File: config.mk
export PLATFORM = sky130hd
export DESIGN_NAME = gb_cpu_sequencer
export DESIGN_NICKNAME = d
export VERILOG_FILES = /design/src/rtl/gb_cpu_common_pkg.sv /design/src/rtl/gb_cpu_sequencer.sv
export SDC_FILE = /design/constraint.sdc
export NUM_CORES = 1
export LEC_CHECK = 0
export ABC_AREA = 1
export CAP_MARGIN = 0
export CELL_PAD_IN_SITES_DETAIL_PLACEMENT = 0
export CELL_PAD_IN_SITES_GLOBAL_PLACEMENT = 1
export CORE_MARGIN = 3
export CORE_UTILIZATION = 21
export CTS_BUF_LIST = sky130_fd_sc_hd__clkbuf_16
export CTS_CLUSTER_SIZE = 30
export DETAILED_ROUTE_END_ITERATION = 6
export PLACE_DENSITY = 0.87
export SYNTH_ARGS = -nofsm -noshare
export SYNTH_HDL_FRONTEND = slang
export SYNTH_SLANG_ARGS = --single-unit
File: constraint.sdc
create_clock -name clk -period 5.18 [get_ports clk]
set_input_delay 1.554 -clock clk [delete_from_list [all_inputs] [get_ports clk]]
set_output_delay 1.554 -clock clk [all_outputs]
set_load 0.1 [all_outputs]
File: src/rtl/gb_cpu_common_pkg.sv
// rtl/gb_cpu_common_pkg.sv - shared CPU types: control word, per-opcode schedule, sequencer states
package gb_cpu_common_pkg;

  localparam int SCHED_DEPTH = 6;
  localparam int MC_W        = 4;

  typedef enum logic [1:0] {
    IDU_NONE = 2'd0,
    IDU_INC  = 2'd1,
    IDU_DEC  = 2'd2,
    IDU_PASS = 2'd3
  } idu_op_t;

  typedef struct packed {
    logic [1:0] addr_sel;
    logic       mem_rd;
    logic       mem_wr;
    logic       ir_load;
    logic       idu_wren;
    idu_op_t    idu_op;
    logic [3:0] alu_op;
    logic       reg_wren;
  } control_signals_t;

  typedef struct packed {
    logic [MC_W-1:0]                    m_cycles;
    logic                               cb_prefix_next;
    control_signals_t [SCHED_DEPTH-1:0] instruction_controls;
  } schedule_t;

  typedef enum logic [1:0] {
    S_FETCH = 2'd0,
    S_EXEC  = 2'd1,
    S_HALT  = 2'd2
  } seq_state_t;

  // Standalone opcode fetch: PC onto the bus, read data into IR, PC+1 through the IDU.
  localparam control_signals_t CTRL_FETCH = '{
    addr_sel: 2'd0, mem_rd: 1'b1, mem_wr: 1'b0, ir_load: 1'b1,
    idu_wren: 1'b1, idu_op: IDU_INC, alu_op: 4'd0, reg_wren: 1'b0
  };

  localparam control_signals_t CTRL_NOP = '0;

endpackage

File: src/rtl/gb_cpu_sequencer.sv
// rtl/gb_cpu_sequencer.sv - M-cycle microcode sequencer; GB_CPU_HALT_BUG_EN enables the DMG halt bug
module gb_cpu_sequencer
  import gb_cpu_common_pkg::*;
#(
  parameter int MAX_MCYCLES = SCHED_DEPTH,
  localparam int SW = $clog2(MAX_MCYCLES)
) (
  input  logic             clk,
  input  logic             reset,
  input  schedule_t        schedule,
  input  logic             cond_not_met,
  input  logic             interrupt_queued,
  input  logic             interrupt_pending,
  input  logic             ime,
  input  logic             halt_req,
  output control_signals_t control_next,
  output logic [SW-1:0]    step,
  output logic             instr_done,
  output logic             cb_prefix_o,
  output logic             isr_cmd,
  output logic             halted,
  output logic             sched_err
);

  seq_state_t    state, state_nxt;
  logic [SW-1:0] step_nxt;
  logic [SW-1:0] last_step;
  logic          over_range;
  logic          cb_nxt, isr_nxt;
`ifdef GB_CPU_HALT_BUG_EN
  logic          halt_bug, halt_bug_nxt;
`endif

  always_comb begin
    over_range = 32'(schedule.m_cycles) > MAX_MCYCLES;
    if (schedule.m_cycles == '0)
      last_step = '0;
    else if (over_range)
      last_step = SW'(MAX_MCYCLES - 1);
    else
      last_step = SW'(schedule.m_cycles - 1'b1);
  end

  assign instr_done = (state == S_EXEC) && (step == last_step);
  assign sched_err  = (state == S_EXEC) && (step == '0) && over_range;
  assign halted     = (state == S_HALT);

  always_comb begin
    state_nxt    = state;
    step_nxt     = step;
    cb_nxt       = cb_prefix_o;
    isr_nxt      = isr_cmd;
    control_next = CTRL_NOP;
`ifdef GB_CPU_HALT_BUG_EN
    halt_bug_nxt = halt_bug;
`endif
    case (state)
      S_FETCH: begin
        control_next = CTRL_FETCH;
`ifdef GB_CPU_HALT_BUG_EN
        control_next.idu_wren = ~halt_bug;
        halt_bug_nxt          = 1'b0;
`endif
        state_nxt = S_EXEC;
        step_nxt  = '0;
        cb_nxt    = 1'b0;
        isr_nxt   = 1'b0;
      end
      S_EXEC: begin
        control_next = schedule.instruction_controls[step];
        // Completion outranks an abort raised on the final entry.
        if (instr_done) begin
          step_nxt  = '0;
          cb_nxt    = schedule.cb_prefix_next;
          isr_nxt   = interrupt_queued & ~schedule.cb_prefix_next & ~halt_req;
          state_nxt = S_EXEC;
          if (halt_req) begin
`ifdef GB_CPU_HALT_BUG_EN
            if (~ime & interrupt_pending) begin
              state_nxt    = S_FETCH;
              halt_bug_nxt = 1'b1;
            end else begin
              state_nxt = S_HALT;
            end
`else
            state_nxt = S_HALT;
`endif
          end
        end else if (cond_not_met) begin
          state_nxt = S_FETCH;
          step_nxt  = '0;
        end else begin
          step_nxt = step + SW'(1);
        end
      end
      S_HALT: begin
        control_next = CTRL_NOP;
        if (interrupt_pending) begin
          step_nxt  = '0;
          cb_nxt    = 1'b0;
          isr_nxt   = ime;
          state_nxt = ime ? S_EXEC : S_FETCH;
        end
      end
      default: begin
        state_nxt = S_FETCH;
        step_nxt  = '0;
      end
    endcase
  end

  always_ff @(posedge clk) begin
    if (reset) begin
      state       <= S_FETCH;
      step        <= '0;
      cb_prefix_o <= 1'b0;
      isr_cmd     <= 1'b0;
`ifdef GB_CPU_HALT_BUG_EN
      halt_bug    <= 1'b0;
`endif
    end else begin
      state       <= state_nxt;
      step        <= step_nxt;
      cb_prefix_o <= cb_nxt;
      isr_cmd     <= isr_nxt;
`ifdef GB_CPU_HALT_BUG_EN
      halt_bug    <= halt_bug_nxt;
`endif
    end
  end

endmodule

==> metrics.yaml, run 1 <==
worst_slew_pin_slew_ps: 971
die_w_um: 85.6
fill_cells: 616
io_pins: 111
first_global_vias: 1887
detail_route.wl_per_cell_um: 13.5
avgSynthCellArea_um2: 5.83
clock_latency_ps: 230
max_freq_mhz: 207
final_max_slew_viol_count: 0
drtAntennaViolNets: 0
synth_fp_nets: 326
hold_ws_ps: 466
required_ps: 3630
r2r_slack_ps: 3260
num_antenna_cells: 0
crit_type: "in -> out"
setup_viol: 0
gp_congestion: 0.824
drive_gt1_share_pct: 11.8
p_seq_share_pct: 11.7
drt_iter0_markers: 60
yosysMostFrequentCell: "o21ai_0"
switching_power_mw: 0.227
cts_tree: "built"
cts_resized: 0
grt_max_degree: 34
hold_path_class: "reg -> reg"
rows: 28
power.density_nw_per_um2: 195
port-buffer-count: 110
synth.yosys.seq_area_share_pct: 10.5
drc_errors: 0
synth_warnings: 0
cts_buffer_depth: 2
synth_cell_type_count: 28
cts-root-buf: "clkbuf_16"
hpwlAfterDp_mm: 4.32
max_cap_viol_count: 0
areaGrowthSynthToFinish_pct: 103
placed_area_um2: 2620
track_usage_pct: 15.2
min_period_ps: 4830
htreeDepth: 1
post-place-ws_ps: 345
met3_usage_pct: 3.84
synth_area_leaders: "o21ai_0 15%, nor2_1 11%, dfxtp_1 11%"
ys_dominant_reg_cell: "dfxtp_1"
worst_slack_ps: 347
start_kind: "primary input"
clkTransAtPathRegs_ps: 40
hold_buffers: 0
cts.sinks: 7
routed_wl_mm: 5.46
setup.worst_path.end: "instr_done"
post_cts_buffers: 0
r2r_start: "step[1]"
status: "finished, final reports clean"
grtUsageMet2_pct: 26.8
clkPwrFrac_pct: 24.3
antenna_found_initial: 0
power_frac_comb_pct: 63.9
final_util_pct: 44.9
vias: 1896
reg2reg_to: "state[1]"
met1_usage_pct: 18.8
coreArea_um2: 6030
synth_seq_cells: 7
placed_cells: 402
maxSlewHeadroom_pct: 35.1
critical_path.startpoint: "schedule[80]"
fp.dieArea_um2: 7320
rsz0062_at_grt: "false"
irDropWorstVdd_uv: 96.8
finalCritPeriodShare_pct: 93.3
ys_async_sr_fraction_pct: 0
synth.largest_area_cell: "o21ai_0"
finClkSkew_ps: 1.65
critical_path_arrival_ps: 3280
overflow: 0
die_y_um: 85.6
switching_share_pct: 43.1
grt_pass1_wl_mm: 9.05
busiest_layer: "met2"
nets: 430
first_pass_iters: 4
synth_top_area_share_pct: 14.7
p_leak_nw: 1.11
layoutNonFillerInstCount: 406
crit_path_end_kind: "primary output"
critPathMaxFanout: 5
start_util_pct: 22.1
synth-edff-count: 0
viasPerCell: 4.67
syn_inst: 228
netlist_area_um2: 1330
cts-buffers-inserted: 3
hold_viol_final: 0
rr_worst_depth: 10
final_design_area_no_fill_um2: 2700
internal-power_mw: 0.299
synth_top_cells_by_count: "39 x o21ai_0, 38 x nor2_1, 24 x nand2_1"
[per-stage QoR]
| stage | total power, mW | setup TNS (ps) |
|---|---|---|
| after detailed placement | 0.400 | 0 |
| after floorplan | 0.249 | -1640 |
| after global routing | 0.554 | 0 |
| final | 0.526 | 0 |
| after global placement | 0.400 | 0 |
| after CTS | 0.531 | 0 |
[flip-flops by register name, summed over array words and instances, names as in the netlist]
name / cells
cb_prefix_o: 1
isr_cmd: 1
state: 2
step: 3
[cell families after synthesis]
kind of cell    share of synthesized area (%)
xor+xnor                                 1.32
flops                                    10.5
fa+ha+maj                                7.53
compound gates                           29.4
buf+inv                                  10.6
simple gates                             34.5
mux                                      6.02
[layer usage]
| metal | up-vias | share of wire (%) |
|---|---|---|
| met5 | - | 0 |
| met4 | 0 | 0.73 |
| met3 | 5 | 7.8 |
| met2 | 66 | 50 |
| met1 | 844 | 42 |
| li1 | 981 | - |
[critical path, cell delays in order]
cell	delay [ps]
clkdlybuf4s50_1	520
inv_1	60
ha_1	260
inv_1	60
nand2_2	60
o21bai_2	140
nand2_2	80
nor2_4	110
nand2_4	100
nor2_4	130
buf_12	180
[cells in the final DEF, fill, tap and decap left out]
| cell type | synthesis | layout |
|---|---|---|
| nand2_1 | 24 | 24 |
| o22ai_1 | 13 | 13 |
| nand2_4 | 1 | 1 |
| a21oi_2 | 1 | 1 |
| nand4_1 | 2 | 2 |
| dfxtp_2 | 0 | 1 |
| o21bai_2 | 1 | 1 |
| o21a_1 | 4 | 4 |
| ha_1 | 8 | 8 |
| nor2_4 | 2 | 2 |
| inv_2 | 4 | 4 |
| nand3_4 | 1 | 1 |
| o21ai_0 | 39 | 39 |
| inv_1 | 19 | 20 |
| clkdlybuf4s50_1 | 0 | 95 |
| nor3b_1 | 1 | 1 |
| mux2i_1 | 8 | 8 |
| a32o_1 | 1 | 1 |
| o21ai_1 | 2 | 2 |
| a31oi_1 | 4 | 4 |
| clkbuf_16 | 0 | 3 |
| a21oi_1 | 4 | 4 |
| nor2_1 | 38 | 38 |
| nand3_1 | 20 | 20 |
| nand2_2 | 8 | 8 |
| dfxtp_1 | 7 | 6 |
| buf_12 | 0 | 14 |
| nor3_1 | 1 | 1 |
| xor2_1 | 2 | 2 |
| buf_4 | 0 | 3 |
[how the worst min path moves through the flow]
| stage | startpoint | endpoint | slack (ps) | depth (start not counted) |
|---|---|---|---|---|
| after floorplan | state[1] | state[1] | 470 | 2 |
| after global placement | cb_prefix_o | cb_prefix_o | 460 | 2 |
| after detailed placement | cb_prefix_o | cb_prefix_o | 460 | 2 |
| after CTS | cb_prefix_o | cb_prefix_o | 470 | 2 |
| after global routing | cb_prefix_o | cb_prefix_o | 520 | 2 |
| final | cb_prefix_o | cb_prefix_o | 470 | 2 |
[final cells by class]
cell class | instances | area (um^2) | area share [%]
Inverter | 23 | 86.3 | 3.19
Timing Repair Buffer | 112 | 1250 | 46.4
Clock inverter | 1 | 3.75 | 0.139
Clock buffer | 3 | 75.1 | 2.78
Sequential cell | 7 | 141 | 5.23
Multi-Input combinational cell | 185 | 1050 | 38.8
Tap cell | 75 | 93.8 | 3.47
[power groups by stage]
stage	clock network [mW]	registers [mW]	logic, mW
final	0.128	0.0618	0.336
after floorplan	0	0.0689	0.180
after CTS	0.131	0.0619	0.339
after global routing	0.136	0.0625	0.355
after detailed placement	0	0.0628	0.338
after global placement	0	0.0627	0.337
No activity file was read; power rests on OpenSTA's default activity.
==> run 2, diff against run 1 <==
CAP_MARGIN = 10   (was 0)
HOLD_SLACK_MARGIN = 0.06   (was not set)
==> results of run 2 <==
The final DEF is identical to that of run 1; final timing and power are the same.
==> run 3, diff against run 2 <==
SKIP_CTS_REPAIR_TIMING = 1   (was not set)
==> results of run 3 <==
The final DEF is identical to that of run 1; final timing and power are the same.
